==> config.mk <==
export PLATFORM = sky130hd
export DESIGN_NAME = pg_alu_array
export DESIGN_NICKNAME = d
export VERILOG_FILES = /design/src/rtl/pg_alu_array.sv
export SDC_FILE = /design/constraint.sdc
export NUM_CORES = 1
export LEC_CHECK = 0
export CORE_MARGIN = 10
export CORE_UTILIZATION = 35
export CTS_CLUSTER_SIZE = 10
export DETAILED_ROUTE_END_ITERATION = 12
export GPL_ROUTABILITY_DRIVEN = 0
export PLACE_DENSITY = 0.55
export SYNTH_ARGS = -nofsm -noshare
export SYNTH_HDL_FRONTEND = slang
export SYNTH_SLANG_ARGS = --single-unit
==> constraint.sdc <==
create_clock -name clk -period 2.18 [get_ports clk]
set_input_delay 0.218 -clock clk [delete_from_list [all_inputs] [get_ports clk]]
set_output_delay 0.218 -clock clk [all_outputs]
set_load 0.02 [all_outputs]
==> src/rtl/pg_alu_array.sv <==
// pg_alu_array: multi-lane ALU, each lane in its own power domain with
// an ON -> ISO -> OFF -> WAKE gating sequencer and valid/ready input.
//
// Ports:
//   clk, reset_n      clock (rising edge), asynchronous active-low reset
//   force_on          global override: blocks gating, wakes non-ON lanes
//   in_valid/in_ready per-lane request handshake (ready only while ON)
//   op, a, b          per-lane op [3i+2:3i], operands [W*i+W-1:W*i]
//   out_valid, result per-lane registered result and one-cycle valid
//   power_enable      per-lane power-switch enable
//   iso_en            per-lane output isolation enable
//
// Build option: PG_RETENTION_EN keeps the result register through
// gating and clamps the isolated output to it; otherwise the result
// clears on ISO->OFF and the isolated output clamps to 0.
module pg_alu_array #(
    parameter int WIDTH    = 8,
    parameter int LANES    = 2,
    parameter int IDLE_TH  = 3,
    parameter int WAKE_LAT = 2
) (
    input  logic                   clk,
    input  logic                   reset_n,
    input  logic                   force_on,
    input  logic [LANES-1:0]       in_valid,
    output logic [LANES-1:0]       in_ready,
    input  logic [3*LANES-1:0]     op,
    input  logic [WIDTH*LANES-1:0] a,
    input  logic [WIDTH*LANES-1:0] b,
    output logic [LANES-1:0]       out_valid,
    output logic [WIDTH*LANES-1:0] result,
    output logic [LANES-1:0]       power_enable,
    output logic [LANES-1:0]       iso_en
);

    typedef enum logic [1:0] {
        ST_ON,
        ST_ISO,
        ST_OFF,
        ST_WAKE
    } pg_state_t;

    localparam int IW = $clog2(IDLE_TH + 1);
    localparam int WW = (WAKE_LAT > 1) ? $clog2(WAKE_LAT) : 1;

    localparam logic [IW-1:0] IDLE_LAST = IW'(IDLE_TH - 1);
    localparam logic [IW-1:0] IDLE_ONE  = IW'(1);
    localparam logic [WW-1:0] WAKE_INIT = WW'(WAKE_LAT - 1);
    localparam logic [WW-1:0] WAKE_ONE  = WW'(1);

`ifdef PG_RETENTION_EN
    localparam bit RETAIN = 1'b1;
`else
    localparam bit RETAIN = 1'b0;
`endif

    for (genvar i = 0; i < LANES; i++) begin : g_lane
        logic [2:0]       l_op;
        logic [WIDTH-1:0] l_a;
        logic [WIDTH-1:0] l_b;
        logic [WIDTH-1:0] alu_y;
        logic [WIDTH-1:0] res_q;
        logic             ov_q;
        logic             active;
        pg_state_t        st_q;
        pg_state_t        st_d;
        logic [IW-1:0]    idle_q;
        logic [IW-1:0]    idle_d;
        logic [WW-1:0]    wake_q;
        logic [WW-1:0]    wake_d;

        assign l_op = op[3*i +: 3];
        assign l_a  = a[WIDTH*i +: WIDTH];
        assign l_b  = b[WIDTH*i +: WIDTH];

        // Only a non-NOP accepted while ON counts as activity.
        assign active = in_valid[i] && (st_q == ST_ON) && (l_op != 3'd0);

        always_comb begin
            alu_y = '0;
            case (l_op)
                3'd1:    alu_y = l_a + l_b;
                3'd2:    alu_y = l_a - l_b;
                3'd3:    alu_y = l_a & l_b;
                3'd4:    alu_y = l_a | l_b;
                3'd5:    alu_y = l_a ^ l_b;
                3'd6:    alu_y = l_a << 1;
                3'd7:    alu_y = l_a >> 1;
                default: alu_y = '0;
            endcase
        end

        always_comb begin
            st_d   = st_q;
            idle_d = idle_q;
            wake_d = wake_q;
            case (st_q)
                ST_ON: begin
                    if (force_on || active) begin
                        idle_d = '0;
                    end else if (idle_q == IDLE_LAST) begin
                        st_d = ST_ISO;
                    end else if (idle_q != '1) begin
                        idle_d = idle_q + IDLE_ONE;
                    end
                end
                ST_ISO: begin
                    st_d = ST_OFF;
                end
                ST_OFF: begin
                    // NOP requests deliberately do not wake the lane.
                    if ((in_valid[i] && (l_op != 3'd0)) || force_on) begin
                        st_d   = ST_WAKE;
                        wake_d = WAKE_INIT;
                    end
                end
                ST_WAKE: begin
                    if (wake_q == '0) begin
                        st_d   = ST_ON;
                        idle_d = '0;
                    end else begin
                        wake_d = wake_q - WAKE_ONE;
                    end
                end
                default: begin
                    st_d = ST_ON;
                end
            endcase
        end

        always_ff @(posedge clk or negedge reset_n) begin
            if (!reset_n) begin
                st_q   <= ST_ON;
                idle_q <= '0;
                wake_q <= '0;
            end else begin
                st_q   <= st_d;
                idle_q <= idle_d;
                wake_q <= wake_d;
            end
        end

        always_ff @(posedge clk or negedge reset_n) begin
            if (!reset_n) begin
                res_q <= '0;
                ov_q  <= 1'b0;
            end else begin
                ov_q <= active;
                if (active) begin
                    res_q <= alu_y;
                end else if (st_q == ST_ISO && !RETAIN) begin
                    res_q <= '0;
                end
            end
        end

        assign in_ready[i]     = (st_q == ST_ON);
        assign power_enable[i] = (st_q != ST_OFF);
        assign iso_en[i]       = (st_q != ST_ON);
        assign out_valid[i]    = ov_q;

        // Isolated output clamps to the retained value or to zero.
        assign result[WIDTH*i +: WIDTH] =
            (iso_en[i] && !RETAIN) ? '0 : res_q;
    end

endmodule

==> results.sh, run 1 <==
export IMPL_nFillCells=996
export IMPL_area_growth_pct=52.30
export IMPL_slowest_delay_ns=0.47
export IMPL_ioPinCount=67
export IMPL_fin_ws_ns=-0.01897
export IMPL_overflow=0
export IMPL_grt_pass1_vias=3604
export IMPL_drv_cap=0
export IMPL_timing_rr_start="g_lane[0].st_q[0]"
export IMPL_timing_fmax_mhz=454.8
export IMPL_fin_setup_tns_ns=-0.01897
export IMPL_p_leak_nw=2.626
export IMPL_detail_route_antenna_nets=0
export IMPL_reg2reg_to="g_lane[0].res_q[5]"
export IMPL_path_clk_slew_ns=0.10
export IMPL_slew_violations=0
export IMPL_cp_arrival_ns=2.37
export IMPL_power_total_mw=3.686
export IMPL_r2r_setup_slack_ns=0.44
export IMPL_layout_cells_non_filler=729
export IMPL_required_ns=2.35
export IMPL_wl_mm=10.66
export IMPL_synth_async_reset_ratio_pct=100.0
export IMPL_cts_hold_buffers_added=0
export IMPL_r2r_cells=7
export IMPL_die_width_um=122.5
export IMPL_port_buffers=66
export IMPL_slew_headroom_pct=62.69
export IMPL_dp_slack_ns=-0.6411
export IMPL_ir_drop_v=0.0004381
export IMPL_status="finished with violations"
export IMPL_finClkSkew_ns=0.007084
export IMPL_setup_viol=1
export IMPL_grt_pass1_wl_mm=17.66
export IMPL_ys_ff_latch=28
export IMPL_drc=0
export IMPL_antenna_found_initial=0
export IMPL_ys_warn_count=0
export IMPL_coreArea_sq_um=10280
export IMPL_mostFrequentLayoutCells="buf_4 (102), clkdlybuf4s50_1 (52), inv_1 (50), ha_1 (47), dfrtp_1 (28)"
export IMPL_multiInputGateArea_sq_um=3005
export IMPL_power_density_nw_per_um2=658.7
export IMPL_synth_ff_type="dfrtp_1"
export IMPL_cp_slowest_cell="clkdlybuf4s50_1"
export IMPL_vias_per_cell=4.881
export IMPL_final_area_sq_um=5597
export IMPL_rows=37
export IMPL_h_tree_depth=1
export IMPL_seq_area_sq_um=700.7
export IMPL_syn_inst=437
export IMPL_drtIter0Drc=179
export IMPL_cp_start_kind="input pin"
export IMPL_synth_area_leaders="ha_1 (20%), dfrtp_1 (19%), inv_1 (5.7%), mux4_2 (4.3%), o21ai_0 (4.1%)"
export IMPL_cp_end_kind="flip-flop"
export IMPL_crit_fanout=2
export IMPL_min_path_type="input pin to asynchronous set/reset pin"
export IMPL_violations="negative setup slack"
export IMPL_layout_commonest_cell="buf_4"
export IMPL_hpwl_mm=8.403
export IMPL_diodes=0
export IMPL_via_count=3558
export IMPL_grt_max_degree=29
export IMPL_post_route_period_util_pct=100.9
export IMPL_die_h_um=122.5
export IMPL_path_cells="clkdlybuf4s50_1 -> inv_1 -> ha_2 -> fa_2 -> xnor2_2 -> mux4_2 -> nor2b_2 -> nor3_2 -> a31o_2"
export IMPL_cts_buffers=3
export IMPL_cts_tree="built"
export IMPL_ys_seq_area_share_pct=19.07
export IMPL_synth_nets=542
export IMPL_die_area_sq_um=15000
export IMPL_place_inst=708
export IMPL_num_nets_final=699
export IMPL_grt_use_total_pct=14.12
export IMPL_dr_pass1_iters=4
export IMPL_route_detailed_wl_per_inst_um=14.62
export IMPL_yosysTopAreaCell="ha_1"
export IMPL_initial_core_util_pct=35.76
export IMPL_hold_viol=0
export IMPL_fin_util_pct=54.46
export IMPL_clk_path_buf_depth=2
export IMPL_drive_gt1_share_pct=33.05
export IMPL_period_needed_ns=2.199
export IMPL_clkSinkCount=28
export IMPL_yosysUniqueCellTypes=56
export IMPL_finalHoldWorstSlack_ns=0.3103
export IMPL_clk_latency_ns=0.27
export IMPL_syn_avg_cell_area_sq_um=8.409
export IMPL_dpl_cell_area_sq_um=5127
export IMPL_root_buffer="clkbuf_8"
export IMPL_synth_edf_count=0
export IMPL_worstMarginPinSlew_ns=0.5455
export IMPL_grt_setup_unrepaired="true"
export IMPL_syn_cell_area_sq_um=3675
export IMPL_synth_top_area_share_pct=20.43
export IMPL_path_class="input pin to flip-flop"
## area by class of cell
type                            count  share of cell area (%)
Clock buffer                        3                  0.7378
Timing Repair Buffer              170                   25.60
Multi-Input combinational cell    334                   53.70
Tap cell                          136                   3.040
Inverter                           57                   3.868
Sequential cell                    28                   12.52
Clock inverter                      1                  0.5366
## per-layer routing
metal | wire (um) | vias up | track usage, %
met5 | 0 | - | 0
met3 | 382 | 2 | 1.745
li1 | - | 1854 | -
met1 | 5273 | 1652 | 19.41
met2 | 4959 | 50 | 23.22
met4 | 44 | 0 | 2.946
## power by group
| part | switching, mW | internal, mW |
|---|---|---|
| registers | 0.144 | 0.734 |
| clock network | 0.163 | 0.246 |
| logic | 1.16 | 1.24 |
| total | 1.46 | 2.22 |
## worst max-delay path, delay by kind of cell
kind / cells / cell delay [ns]
adders and majority gates: 2 / 0.61
buffers and inverters: 2 / 0.53
muxes: 1 / 0.47
AOI/OAI and AO/OA: 1 / 0.21
and+or+nand+nor: 2 / 0.18
xor gates and xnor gates: 1 / 0.15
## worst max-delay path by stage
stage / start / endpoint / slack, ns / depth (start not counted)
6_report: a[0] / g_lane[0].res_q[2] / -0.02 / 9
3_3_place_gp: op[0] / g_lane[0].res_q[6] / -0.62 / 10
4_1_cts: b[3] / g_lane[0].res_q[6] / -0.03 / 11
3_5_place_dp: b[0] / g_lane[0].res_q[2] / -0.64 / 10
5_1_grt: op[0] / g_lane[0].res_q[6] / -0.14 / 11
2_1_floorplan: op[0] / g_lane[0].res_q[2] / -0.24 / 9
## registers in the layout, indices dropped and copies added (netlist names)
name           count
g_lane.st_q        4
g_lane.idle_q      4
g_lane.ov_q        2
g_lane.res_q      16
g_lane.wake_q      2
## synth_stat cells (12+ instances only)
| cell | count |
|---|---|
| nor2_1 | 29 |
| dfrtp_1 | 28 |
| nand2_1 | 18 |
| a21oi_1 | 25 |
| nand3_1 | 12 |
| o21ai_0 | 30 |
| inv_1 | 56 |
| xnor2_1 | 16 |
| ha_1 | 60 |
| and2_1 | 17 |
## cell families (layout without fill, tap and decap cells)
logic type	Yosys count	after routing	share of synthesized area (%)
AOI/OAI and AO/OA	110	110	20.06
xor gates and xnor gates	20	20	4.767
adders and majority gates	62	62	21.52
buffers and inverters	75	231	8.103
DFF	28	28	19.07
muxes	22	22	8.819
and+or+nand+nor	120	120	17.67
## what timing repair did
item | in CTS | in global routing
hold endpoints to repair | 0 | 0
pin swaps | 16 | 26
setup buffers | 17 | 1
endpoints found under the setup margin | 30 | 29
gates resized for setup | 69 | 45
Power figures use the tool's default switching activity.
==> inputs of run 2 (changes only) <==
--- a/config.mk
+++ b/config.mk
@@ -5,12 +5,12 @@
 export SDC_FILE = /design/constraint.sdc
 export NUM_CORES = 1
 export LEC_CHECK = 0
-export CORE_MARGIN = 10
 export CORE_UTILIZATION = 35
 export CTS_CLUSTER_SIZE = 10
 export DETAILED_ROUTE_END_ITERATION = 12
 export GPL_ROUTABILITY_DRIVEN = 0
 export PLACE_DENSITY = 0.55
+export SKIP_LAST_GASP = 1
 export SYNTH_ARGS = -nofsm -noshare
 export SYNTH_HDL_FRONTEND = slang
 export SYNTH_SLANG_ARGS = --single-unit
==> run 2 against run 1 <==
  * The flow now finishes without violations
  * Via count grew 1.7%
  * Routed wire length fell by 4.0%
  * Global-route usage rose by 4.8 points
  * Setup slack better by 0.019 ns
  * Core utilization fell by 0.66 points
  * Cell count fell by 0.27%
  * Die area fell by 27%
  * Maximum frequency increased by 0.89%
  * Sequential share of layout area rose by 0.21 points
==> results.sh, run 2 (same netlist as run 1, synthesis figures left out) <==
export IMPL_path_class="input pin to flip-flop"
export IMPL_rows=37
export IMPL_num_nets_final=697
export IMPL_slew_headroom_pct=67.21
export IMPL_cts_tree="built"
export IMPL_status="completed"
export IMPL_power_total_mw=3.695
export IMPL_path_clk_slew_ns=0.10
export IMPL_crit_fanout=2
export IMPL_coreArea_sq_um=10230
export IMPL_die_h_um=104.5
export IMPL_finalHoldWorstSlack_ns=0.3085
export IMPL_fin_setup_tns_ns=0
export IMPL_grt_use_total_pct=18.87
export IMPL_grt_pass1_wl_mm=16.95
export IMPL_grt_setup_unrepaired="true"
export IMPL_ioPinCount=67
export IMPL_hpwl_mm=7.973
export IMPL_h_tree_depth=1
export IMPL_setup_viol=0
export IMPL_drive_gt1_share_pct=30.80
export IMPL_internal_power_mw=2.224
export IMPL_power_density_nw_per_um2=671.3
export IMPL_cp_end_kind="flip-flop"
export IMPL_p_sw_share_pct=39.81
export IMPL_initial_core_util_pct=35.92
export IMPL_min_path_type="input pin to asynchronous set/reset pin"
export IMPL_post_route_period_util_pct=99.98
export IMPL_wl_mm=10.23
export IMPL_switching_power_mw=1.471
export IMPL_area_growth_pct=49.78
export IMPL_cts_buffers=3
export IMPL_via_count=3618
export IMPL_die_width_um=104.5
export IMPL_layout_commonest_cell="buf_4"
export IMPL_finClkSkew_ns=0.006559
export IMPL_slew_violations=0
export IMPL_comb_power_share_pct=65.0
export IMPL_vias_per_cell=4.977
export IMPL_pwr_share_clk_pct=11.2
export IMPL_drtIter0Drc=215
export IMPL_cts_hold_buffers_added=0
export IMPL_overflow=0
export IMPL_hold_viol=0
export IMPL_diodes=0
export IMPL_dr_pass1_iters=5
export IMPL_cp_start_kind="input pin"
export IMPL_clk_latency_ns=0.28
export IMPL_largestRegisters="g_lane.res_q x16, g_lane.idle_q x4, g_lane.st_q x4"
export IMPL_cp_arrival_ns=2.36
export IMPL_timing_fmax_mhz=458.8
export IMPL_required_ns=2.36
export IMPL_p_leak_nw=2.620
export IMPL_antenna_found_initial=0
export IMPL_top_register="g_lane.res_q"
export IMPL_p_seq_share_pct=23.7
export IMPL_root_buffer="clkbuf_8"
export IMPL_detail_route_antenna_nets=0
export IMPL_place_inst=708
export IMPL_drv_cap=0
export IMPL_clk_path_buf_depth=2
export IMPL_grt_pass1_vias=3558
export IMPL_period_needed_ns=2.180
export IMPL_die_area_sq_um=10910
export IMPL_port_buffers=66
export IMPL_drc=0
export IMPL_grt_max_degree=29
export IMPL_ir_drop_v=0.0003755
export IMPL_route_detailed_wl_per_inst_um=14.08
export IMPL_worstMarginPinSlew_ns=0.4795
export IMPL_mostFrequentLayoutCells="buf_4 (99), ha_1 (52), clkdlybuf4s50_1 (50), inv_1 (49), o21ai_0 (29)"
export IMPL_layout_cells_non_filler=727
export IMPL_clkSinkCount=28
export IMPL_largest_reg_flops=16
-- run 2: per-layer routing --
metal	vias up	track usage, %	routed length, um
li1	1850	-	-
met1	1691	26.75	4968
met2	71	31.74	4767
met3	6	0.7519	407
met4	0	3.980	91
met5	-	0	0
-- run 2: area by class of cell --
class | count | area (sq um)
clock inverters | 1 | 30.03
inverters | 57 | 214.0
repair buffers | 168 | 1428
well taps | 136 | 170.2
flip-flops and latches | 28 | 700.7
clock buffers | 3 | 41.29
fillers | 976 | 4727
multi-input cells | 334 | 2920
-- run 2: worst paths after layout --
path / start / end / slack, ns / depth (start not counted)
max: op[0] / g_lane[0].res_q[2] / 0.0003 / 9
min: reset_n / g_lane[0].st_q[0] / 0.31 / 2
max reg2reg: g_lane[0].st_q[0] / g_lane[0].st_q[1] / 0.46 / 5
min reg2reg: g_lane[0].res_q[4] / g_lane[0].res_q[4] / 0.52 / 2
max in group asynchronous: reset_n / g_lane[1].st_q[0] / 1.59 / 2
min in group clk: op[2] / g_lane[0].res_q[1] / 0.45 / 4
-- run 2: timing repair --
item | in CTS | in global routing
pin swaps | 24 | 17
cloned | 0 | 0
setup buffers | 13 | 2
setup endpoints to repair | 31 | 28
resized for setup | 73 | 21
-- run 2: critical path, cell delays in order --
cell and delay (ns):
buf_8 0.10, nor3b_4 0.29, mux2_4 0.36, fa_2 0.39, xnor2_2 0.15, mux4_2 0.46, nor2b_2 0.13, nor3_2 0.05
a31o_2 0.21
-- run 2: per-stage QoR --
step / instance area (sq um) / setup WS [ns] / util, %
2_1_floorplan: 3757 / -0.2385 / -
4_1_cts: 5404 / -0.05164 / 52.82
3_3_place_gp: 5127 / -0.6236 / 50.12
3_5_place_dp: 5127 / -0.6401 / 50.12
5_1_grt: 5504 / -0.04704 / 53.80
6_report: 5504 / 0.0003464 / 53.80
-- run 2: power by group through the flow --
stage          clock, mW  sequential [mW]  combinational [mW]
5_1_grt            0.447            0.909                2.65
2_1_floorplan          0            0.843                1.41
3_5_place_dp           0            0.890                2.25
3_3_place_gp           0            0.881                2.20
6_report           0.416            0.877                2.40
4_1_cts            0.426            0.879                2.33
==> inputs of run 3 (changes only) <==
--- a/config.mk
+++ b/config.mk
@@ -9,6 +9,7 @@
 export CTS_CLUSTER_SIZE = 10
 export DETAILED_ROUTE_END_ITERATION = 12
 export GPL_ROUTABILITY_DRIVEN = 0
+export HOLD_SLACK_MARGIN = 0.15
 export PLACE_DENSITY = 0.55
 export SKIP_LAST_GASP = 1
 export SYNTH_ARGS = -nofsm -noshare
==> results of run 3 <==
The final DEF is identical to that of run 2; final timing and power are the same.
==> edit 1: new RTL, config.mk and constraints of run 1 <==
The 4 states of `pg_state_t` get a one-hot encoding in 4 bits.
--- a/src/rtl/pg_alu_array.sv
+++ b/src/rtl/pg_alu_array.sv
@@ -33,11 +33,11 @@
     output logic [LANES-1:0]       iso_en
 );
 
-    typedef enum logic [1:0] {
-        ST_ON,
-        ST_ISO,
-        ST_OFF,
-        ST_WAKE
+    typedef enum logic [3:0] {
+        ST_ON   = 4'b0001,
+        ST_ISO  = 4'b0010,
+        ST_OFF  = 4'b0100,
+        ST_WAKE = 4'b1000
     } pg_state_t;
 
     localparam int IW = $clog2(IDLE_TH + 1);
Behaviour: no difference found for any inputs over 10 cycles, from zero or initial values and one cycle with reset_n low; not proved beyond that.
==> edit 1 against run 1 <==
- worst setup slack improved by 0.060 ns
- synthesized area rose by 2.1%
- routed wire length rose by 2.9%
- sequential cell count rose by 4
- sequential share of layout area rose by 2.3 points
- critical path depth rose by 1
- total power fell by 31%
- cell area fell by 2.9%
- largest cell class unchanged
- highest routed layer unchanged
==> edit 1: results (changes against run 1) <==
placement:
  place_area_sq_um: 5180  # was 5130 sq um
  dp_slack_ns: -0.602  # was -0.641 ns
detailed_routing:
  post_drt_wl_per_cell_um: 15.2  # was 14.6 um
  post_drt_via_cell_ratio: 5.06  # was 4.88
  vias: 3660  # was 3558
power_and_ir_drop:
  p_leak_uw: 0.00259  # was 0.00263 uW
  seqPwrFrac_pct: 28.1  # was 23.8%
  powerDensity_nw_per_um2: 465  # was 659 nW/um^2
  p_comb_uw: 1260  # was 2400 uW
sta:
  maxSlewHeadroom_pct: 70.8  # was 62.7%
  skew_ns: 0.00445  # was 0.00708 ns
cts:
  cts_buffers: 5  # was 3
global_routing:
  met1_usage_pct: 20.1  # was 19.4%
  grt_use_total_pct: 14.2  # was 14.1%
  grt_max_degree: 33  # was 29
setup_path:
  r2r-start: "g_lane[1].st_q[0]"  # was g_lane[0].st_q[0]
  r2r-end: "g_lane[1].res_q[5]"  # was g_lane[0].res_q[5]
  regToRegSetupSlack_ns: 0.12  # was 0.44 ns
  worstPathArrival_ns: 2.31  # was 2.37 ns
layout:
  num-nets-final: 683  # was 699
  fillers: 995  # was 996
  drive_gt1_share_pct: 29.0  # was 33.1%
  top_regs: "g_lane.res_q x16, g_lane.st_q x8, g_lane.idle_q x4"  # was g_lane.res_q x16, g_lane.idle_q x4, g_lane.st_q x4
yosys:
  netlist_top_cells_count: "52 x ha_1, 52 x inv_1, 30 x dfrtp_1"  # was 60 x ha_1, 56 x inv_1, 30 x o21ai_0
  seq_area_frac_synth_pct: 21.4  # was 19.1%
  synthTopCellsByArea: "dfrtp_1 20%, ha_1 17%, mux4_2 6.0%, inv_1 5.2%, xnor2_1 4.0%"  # was ha_1 20%, dfrtp_1 19%, inv_1 5.7%, mux4_2 4.3%, o21ai_0 4.1%
status:
  status: "completed"  # was finished with violations
==> edit 1: area by class of cell <==
cell class | instances | area (sq um) | area share, %
Timing Repair Buffer | 157 | 1310 | 24.1
Timing Repair inverter | 1 | 7.51 | 0.138
Clock inverter | 2 | 35.0 | 0.645
Multi-Input combinational cell | 333 | 2820 | 51.9
Sequential cell | 32 | 803 | 14.8
Clock buffer | 6 | 72.6 | 1.34
Tap cell | 136 | 170 | 3.13
Inverter | 56 | 213 | 3.91
==> edit 1: kinds of logic after synthesis <==
logic type                 Yosys count  synth area share [%]
and+or+nand+nor                    132                  19.0
AOI/OAI and AO/OA                  105                  18.9
buffers and inverters               78                  8.27
adders and majority gates           54                  18.4
DFF                                 32                  21.4
xor gates and xnor gates            22                  5.14
muxes                               20                  8.87
==> edit 1: repair_timing <==
item,in CTS,in global routing
gates cloned,0,1
endpoints found under the setup margin,31,18
pin swaps,6,22
gates resized for setup,41,53
setup buffers,2,4
==> edit 1: how the worst max path moves through the flow <==
stage               slack, ns  cells after the start  startpoint            endpoint
global route            -0.02                      9        a[8]  g_lane[1].res_q[2]
CTS                     -0.08                     10        b[8]  g_lane[1].res_q[2]
floorplan               -0.14                      9       op[5]  g_lane[1].res_q[2]
detailed placement      -0.60                      9       op[3]  g_lane[1].res_q[2]
global placement        -0.55                      9       op[3]  g_lane[1].res_q[2]
finish                   0.04                     10        b[1]  g_lane[0].res_q[4]
==> edit 1: per-layer routing <==
metal	up-vias	part of all wire, %
met5	-	0
met4	0	0.67
met3	4	4.0
met2	77	48
met1	1722	48
li1	1857	-
==> edit 1: critical path, stage by stage <==
cell	delay, ns
dlygate4sd2_1	0.24
inv_1	0.08
ha_1	0.22
mux2_4	0.28
fa_2	0.35
nand2b_4	0.16
a21oi_4	0.13
xor2_1	0.08
a221o_1	0.31
a32o_1	0.24
==> edit 2: new RTL, config.mk and constraints of run 1 <==
Without the edit above. Change the parameter `WIDTH` from 8 to 12.
--- a/src/rtl/pg_alu_array.sv
+++ b/src/rtl/pg_alu_array.sv
@@ -14,7 +14,7 @@
 // gating and clamps the isolated output to it; otherwise the result
 // clears on ISO->OFF and the isolated output clamps to 0.
 module pg_alu_array #(
-    parameter int WIDTH    = 8,
+    parameter int WIDTH    = 12,
     parameter int LANES    = 2,
     parameter int IDLE_TH  = 3,
     parameter int WAKE_LAT = 2
Ports: changed (resized a, b and result); port bits go from 67 to 91. No check against the original RTL was run, so the function may have changed too.
==> edit 2 against run 1 <==
- the run still ends with negative setup slack left
- total power rose by 46%
- first-iteration DRC count grew 36%
- synthesized area up 39%
- routed wire length grew 51%
- hold slack worse by 0.27 ns
- sequential share of layout area decreased by 1.0 points
- synthesized cell count up 43%
- worst setup slack lost 0.19 ns
- final cell count up 41%
- cell area is 40% higher
- sequential cell count increased by 8
==> edit 2: results (changes against run 1) <==
setup_path:
  r2r-start: "g_lane[1].st_q[1]"  # was g_lane[0].st_q[0]
  worstPathArrival_ns: 2.53  # was 2.37 ns
  startpoint: "b[17]"  # was a[0]
  regToRegSetupSlack_ns: 0.36  # was 0.44 ns
  reg2regPathDepth: 8  # was 7
  crit_fanout: 3  # was 2
detailed_routing:
  drt_iter0_drc: 244  # was 179
  totalWireLength_um: 16100  # was 10700 um
  vias: 5247  # was 3558
  post_drt_via_cell_ratio: 5.09  # was 4.88
yosys:
  ys_types: 61  # was 56
  synthTopCellsByArea: "ha_1 21%, dfrtp_1 18%, inv_1 5.9%, xnor2_1 5.7%, a21oi_1 5.0%"  # was ha_1 20%, dfrtp_1 19%, inv_1 5.7%, mux4_2 4.3%, o21ai_0 4.1%
  syn_nets: 770  # was 542
  netlist_instances: 625  # was 437
  seq_area_frac_synth_pct: 17.6  # was 19.1%
placement:
  hpwl_um: 12800  # was 8400 um
  portBuffers: 90  # was 66
  dp.cells: 997  # was 708
  dp_slack_ns: -0.697  # was -0.641 ns
status:
  violations: "negative setup slack"  # unchanged
  status: "finished with violations"  # unchanged
cts:
  cts_buffers: 5  # was 3
  clk_pin_slew_ns: 0.05  # was 0.10 ns
  h-tree-depth: 2  # was 1
layout:
  num-nets-final: 991  # was 699
  drive_gt1_share_pct: 32.2  # was 33.1%
  top_regs: "g_lane.res_q x24, g_lane.idle_q x4, g_lane.st_q x4"  # was g_lane.res_q x16, g_lane.idle_q x4, g_lane.st_q x4
power_and_ir_drop:
  vdd_ir_drop_max_mv: 0.359  # was 0.438 mV
  p_sw_uw: 2230  # was 1460 uW
  p_leak_uw: 0.00392  # was 0.00263 uW
sta:
  skew_ns: 0.00206  # was 0.00708 ns
  fin_ws_ns: -0.212  # was -0.0190 ns
  maxSlewHeadroom_pct: 46.6  # was 62.7%
  finalSetupViolCount: 3  # was 1
global_routing:
  grt_use_total_pct: 15.8  # was 14.1%
  grt_max_degree: 37  # was 29
  grt_pass1_vias: 5467  # was 3604
==> edit 2: cell types whose count changed in the layout (fill, tap and decap cells not counted), moves of 8 or more <==
cell / delta
xnor2_1: +21
dlymetal6s2s_1: +13
a21oi_1: +16
a31oi_1: +10
and2_1: +9
buf_4: +43
ha_1: +30
a21oi_2: +9
buf_6: +9
inv_1: +25
nand2_1: +17
dfrtp_1: +8
==> edit 2: cell type report <==
type	count	area, sq um
timing repair buffer	244	2100
multi-input combinational	476	4160
inverter	83	312
fill	1327	6570
clock buffer	8	146
sequential	36	901
tap	184	230
==> edit 2: critical path, cell delays in order <==
cell and delay (ns):
buf_6 0.09, or3_4 0.38, or3_4 0.35, buf_6 0.13, o21ai_2 0.13, xnor2_1 0.14
ha_1 0.29, a21oi_2 0.15, nand2_1 0.08, nor3_2 0.21, a2bb2oi_2 0.08, xnor2_1 0.18
o22ai_1 0.09
==> edit 2: cell families after synthesis <==
family	share of synthesized area [%]
compound gates	21.4
simple gates	15.8
buf+inv	9.03
fa+ha+maj	21.3
xor+xnor	6.51
flops	17.6
mux	8.39
==> edit 2: repair_timing <==
| item | CTS | global route |
|---|---|---|
| pin swaps | 48 | 60 |
| resized for setup | 88 | 75 |
| endpoints found under the setup margin | 46 | 43 |
| setup buffers | 16 | 10 |
==> edit 2: power by group through the flow <==
| stage | combinational, uW | sequential, uW | clock (uW) |
|---|---|---|---|
| detailed placement | 3250 | 1210 | 0 |
| CTS | 3360 | 1210 | 720 |
| global route | 3840 | 1240 | 745 |
| floorplan | 1960 | 1120 | 0 |
| global placement | 3180 | 1200 | 0 |
| finish | 3480 | 1210 | 704 |
==> edit 2: layer usage <==
layer / track usage, % / share of wire (%) / up-vias
met5: 0 / 0 / -
met4: 2.66 / 0.63 / 0
met3: 1.95 / 3.2 / 6
met2: 27.5 / 50 / 80
met1: 20.7 / 46 / 2511
li1: - / - / 2650
==> edit 2: worst max-delay path by stage <==
stage,endpoint,slack [ns],cells past startpoint
final,g_lane[1].res_q[11],-0.21,13
after global routing,g_lane[1].res_q[11],-0.30,13
after CTS,g_lane[1].res_q[11],-0.20,11
after detailed placement,g_lane[1].res_q[11],-0.70,13
after global placement,g_lane[1].res_q[11],-0.63,11
after floorplan,g_lane[1].res_q[11],-0.13,10
==> edit 2: per-stage QoR <==
step	utilization [%]	total power, uW	hold slack (ns)	TNS [ns]	instance area, sq um
floorplan	-	3080	-0.0776	-0.579	5260
finish	54.4	5390	0.0360	-0.385	7850
CTS	52.4	5290	0.0724	-0.500	7560
global placement	49.8	4390	0.354	-10.92	7190
detailed placement	49.8	4470	0.368	-11.84	7190
global route	54.4	5830	0.104	-1.04	7850
